[src/rtl/input_conditioner.sv]
// input_conditioner - synchronise, debounce and edge-detect the six game buttons,
// then turn them into a committed/pending snake heading, a pause level and a restart pulse.
module input_conditioner #(
  parameter int SYNC_STAGES  = 2,
  parameter int DEBOUNCE_CNT = 65536
) (
  input  logic       clk,
  input  logic       rst,
  input  logic       i_up,
  input  logic       i_down,
  input  logic       i_left,
  input  logic       i_right,
  input  logic       i_pause,
  input  logic       i_restart,
  input  logic       i_step,
  output logic [1:0] o_dir,
  output logic [1:0] o_dir_next,
  output logic       o_pause,
  output logic       o_restart
);

  localparam int CW = $clog2(DEBOUNCE_CNT + 1);
  localparam logic [CW-1:0] CNT_LAST = CW'(DEBOUNCE_CNT - 1);
  localparam logic [CW-1:0] CNT_MAX  = {CW{1'b1}};

  localparam int B_UP      = 0;
  localparam int B_DOWN    = 1;
  localparam int B_LEFT    = 2;
  localparam int B_RIGHT   = 3;
  localparam int B_PAUSE   = 4;
  localparam int B_RESTART = 5;

  localparam logic [1:0] DIR_UP    = 2'b00;
  localparam logic [1:0] DIR_RIGHT = 2'b01;
  localparam logic [1:0] DIR_DOWN  = 2'b10;
  localparam logic [1:0] DIR_LEFT  = 2'b11;

  logic [5:0]    raw;
  logic [5:0]    sync_q [SYNC_STAGES];
  logic [5:0]    synced;
  logic [5:0]    db_q, db_d;
  logic [5:0]    db_dly_q;
  logic [CW-1:0] cnt_q [6];
  logic [CW-1:0] cnt_d [6];
  logic [5:0]    press;

  logic [1:0] dir_q, dir_d;
  logic [1:0] dir_next_q, dir_next_d;
  logic       pause_q, pause_d;
  logic       restart_q, restart_d;
  logic [1:0] win_dir;
  logic       any_dir;
  logic       accept;

  assign raw    = {i_restart, i_pause, i_right, i_left, i_down, i_up};
  assign synced = sync_q[SYNC_STAGES-1];
  assign press  = db_q & ~db_dly_q;

  always_comb begin
    for (int b = 0; b < 6; b++) begin
      db_d[b]  = db_q[b];
      cnt_d[b] = cnt_q[b];
      if (synced[b] != db_q[b]) begin
        if (cnt_q[b] == CNT_LAST) begin
          db_d[b]  = synced[b];
          cnt_d[b] = '0;
        end else if (cnt_q[b] != CNT_MAX) begin
          cnt_d[b] = cnt_q[b] + CW'(1);
        end
      end else begin
        cnt_d[b] = '0;
      end
    end
  end

  always_comb begin
    win_dir = DIR_LEFT;
    if (press[B_UP])         win_dir = DIR_UP;
    else if (press[B_RIGHT]) win_dir = DIR_RIGHT;
    else if (press[B_DOWN])  win_dir = DIR_DOWN;
    any_dir = press[B_UP] | press[B_RIGHT] | press[B_DOWN] | press[B_LEFT];
    // Reversal is judged against the committed heading, not the pending one.
    accept  = any_dir && (win_dir != (dir_q ^ 2'b10));

    dir_next_d = accept ? win_dir : dir_next_q;
    dir_d      = i_step ? dir_next_q : dir_q;
    pause_d    = press[B_PAUSE] ? ~pause_q : pause_q;
    restart_d  = press[B_RESTART];

    if (restart_q) begin
      pause_d    = 1'b0;
      dir_d      = DIR_RIGHT;
      dir_next_d = DIR_RIGHT;
    end
  end

  always_ff @(posedge clk or posedge rst) begin
    if (rst) begin
      for (int s = 0; s < SYNC_STAGES; s++) sync_q[s] <= '0;
      for (int b = 0; b < 6; b++) cnt_q[b] <= '0;
      db_q       <= '0;
      db_dly_q   <= '0;
      dir_q      <= DIR_RIGHT;
      dir_next_q <= DIR_RIGHT;
      pause_q    <= 1'b0;
      restart_q  <= 1'b0;
    end else begin
      sync_q[0] <= raw;
      for (int s = 1; s < SYNC_STAGES; s++) sync_q[s] <= sync_q[s-1];
      for (int b = 0; b < 6; b++) cnt_q[b] <= cnt_d[b];
      db_q       <= db_d;
      db_dly_q   <= db_q;
      dir_q      <= dir_d;
      dir_next_q <= dir_next_d;
      pause_q    <= pause_d;
      restart_q  <= restart_d;
    end
  end

  assign o_dir      = dir_q;
  assign o_dir_next = dir_next_q;
  assign o_pause    = pause_q;
  assign o_restart  = restart_q;

endmodule
[config.mk]
export PLATFORM = sky130hd
export DESIGN_NAME = input_conditioner
export DESIGN_NICKNAME = d
export VERILOG_FILES = /design/src/rtl/input_conditioner.sv
export SDC_FILE = /design/constraint.sdc
export NUM_CORES = 1
export LEC_CHECK = 0
export ABC_AREA = 1
export ABC_CLOCK_PERIOD_IN_PS = 13400
export CORE_MARGIN = 1.5
export CORE_UTILIZATION = 50
export CTS_BUF_LIST = sky130_fd_sc_hd__clkbuf_2 sky130_fd_sc_hd__clkbuf_4 sky130_fd_sc_hd__clkbuf_8
export DETAILED_ROUTE_END_ITERATION = 6
export GPL_ROUTABILITY_DRIVEN = 0
export PLACE_DENSITY = 0.76
export SYNTH_ARGS = -nofsm -noshare
export SYNTH_HDL_FRONTEND = slang
export SYNTH_SLANG_ARGS = --single-unit
[constraint.sdc]
create_clock -name clk -period 13.4 [get_ports clk]
set_input_delay 2.68 -clock clk [delete_from_list [all_inputs] [get_ports clk]]
set_output_delay 2.68 -clock clk [all_outputs]
set_load 0.05 [all_outputs]
==> metrics.txt <==
worst-case clock buffer depth 2; PnR worst setup slack 8.92 ns; commonest non-fill, non-tap cells in the layout nand2_1 (273), dfrtp_1 (130), nor2_1 (121), nand3_1 (88), inv_1 (86); global-route wire length before repair 25.1 mm; clk slew on worst S/H paths 0.07 ns; full die area 0.0149 mm²; Critical Path End Type output pin; post-synthesis sequential area ratio 46.7%; CP delay by family, top buffers and inverters; cell count after synthesis 913; Core ar. 0.0138 mm²; CTS resizes 0; critical path class flop to output pin; Yosys cell types 41; Critical Path Slowest Stage Cell clkdlybuf4s50_1; CTS HTree Levels 4; unrepaired setup endpoints after global routing false; Startpoint Class flop; MaxCap Viol Count 0; Power, Total 0.751 mW; routed vias 5879; status complete, no violations; gr usage total 21.3%; grt ovf 0; post-cts hold buffer count 0; Routed Antenna Nets 0; CTS tree done; design area 0.00777 mm²; min-delay worst type flop to flop; largest net degree at the start of global routing 81; endpoints failing hold 0; cell breakdown of the critical path clkdlybuf4s50_1; number of global-route vias before repair 5436; drt total wl 14.4 mm; switching share of power 23.8%; PwrDens 96.6 mW/mm²; antenna cells 0; initial antenna violation count 0; worst IR drop on VDD 113 µV; clock power share 41.0%; port bufs 14; Flop pwr share 54.8%; Die X 122 µm; Cell Area, Synth 0.00708 mm²; Initial Util 51.2%; Max transition margin 35.8%; share of post-route cells with drive strength above 1 11.8%; syn_nets 928; crit path buf inv count 1; worst slew pin tran 0.963 ns; leading cell type in the layout, fill and taps excluded nand2_1; Setup TNS Final 0 ns; skew final 0.00792 ns; clk_lat worst skew 0.44 ns; Setup WS pre-CTS 8.83 ns; final setup fails 0; CP Data Arrival Time 1.80 ns; nets 956; routed length per placed instance 12.7 µm; drt drc 0; Die Y 122 µm; drt via density 5.18; YS warnings 0; setup repair bufs after CTS 0; Tcrit/Tclk final 33.5%; asr flop ratio synth 100%; mean area per synthesized cell 7.75 µm²; Final Util 56.2%; CP max FO 3; std cell rows 43; clock buffer count from CTS 17; Root Driver clkbuf_8; 1st-iter DRT viols 462; HPWL Detailed 10.4 mm; Min Clock Period, post-route 4.48 ns; Int Power 0.572 mW; Max Freq 0.223 GHz; EDFF count, synth 0; Switch Pwr 0.178 mW; Final Slew Violations 0; P_leak 3.69 nW; Top Ports 15; CTS sink count 132; Pre-antenna DRT Iters 5; Worst Path Required 10.72 ns; Worst path max stage delay 0.81 ns; Synth Register Bits 132; Comb pwr share 4.1%; ys flop type dfrtp_1; synthesis-to-finish area growth 9.85%; placed cell areas 0.00741 mm²
[area by class of cell]
class,instances,area (µm²)
clock inverter,10,83.8
multi-input combinational,679,3370
tap,180,225
inverter,95,362
sequential,132,3310
timing repair buffer,16,155
clock buffer,22,278
fill,1246,6050
[final timing paths]
path,start,end,slack (ns),depth (start not counted)
setup / recovery,o_dir_next[0]$_DFFE_PP1P_,o_dir_next[0],8.92,1
hold / removal,sync_q[11]$_DFF_PP0_,synced[5]$_DFF_PP0_,0.35,0
setup reg to reg,cnt_q[0]$_DFFE_PP0P_,cnt_q[0]$_DFFE_PP0P_,11.39,7
hold reg to reg,sync_q[11]$_DFF_PP0_,synced[5]$_DFF_PP0_,0.35,0
max in group asynchronous,rst,cnt_q[74]$_DFFE_PP0P_,9.43,3
min in group asynchronous,rst,sync_q[11]$_DFF_PP0_,2.65,2
[power by group through the flow]
stage,logic (mW),clock network (mW),registers [mW]
6_report,0.0310,0.308,0.412
5_1_grt,0.0362,0.335,0.412
4_1_cts,0.0321,0.316,0.412
3_5_place_dp,0.0320,0,0.419
3_3_place_gp,0.0313,0,0.419
2_1_floorplan,0.0213,0,0.418
[layer usage]
layer  part of all wire, %  global-route usage [%]  vias up
met3                   4.0                    5.01       11
met4                  0.88                    5.29        0
met1                    49                    29.7     2732
met2                    46                    33.5      114
met5                     0                       0        -
li1                      -                       -     3022
[cells in the mapped netlist, types with 7 or more instances]
| cell type | n | share of area [%] |
|---|---|---|
| a21oi_1 | 9 | 0.64 |
| a31o_2 | 9 | 1.1 |
| dfrtp_1 | 130 | 46 |
| inv_1 | 87 | 4.6 |
| nand2_1 | 273 | 14 |
| nand2_2 | 11 | 0.97 |
| nand3_1 | 88 | 6.2 |
| nand4_1 | 40 | 3.5 |
| nor2_1 | 121 | 6.4 |
| nor2_2 | 11 | 0.97 |
| o21ai_0 | 29 | 2.1 |
| o21ai_1 | 7 | 0.49 |
| o21bai_1 | 12 | 1.3 |
| o31ai_1 | 7 | 0.74 |
| or2_2 | 16 | 1.4 |
[state kept, by name, summed over array words and instances, names as in the netlist]
signal and flops:
sync_q 6, o_dir 2, o_pause 1, o_restart 1
synced 6, o_dir_next 2, db_dly_q 6, db_q 6
cnt_q 102
[stage by stage]
stage	hold slack, ns	std cells
final	0.351	1134
after CTS	0.355	1134
after floorplan	0.331	913
after global routing	0.360	1134
after detailed placement	0.335	1102
after global placement	0.336	1102
[cell families after synthesis]
family	after synthesis	synth area share, %
adder cells (fa/ha/maj)	6	1.06
buffers and inverters	102	5.75
AND/OR/NAND/NOR	581	37.1
XOR/XNOR	14	2.47
flip-flops	132	46.7
AO/OA/AOI/OAI	78	6.91
Power figures use the tool's default switching activity.
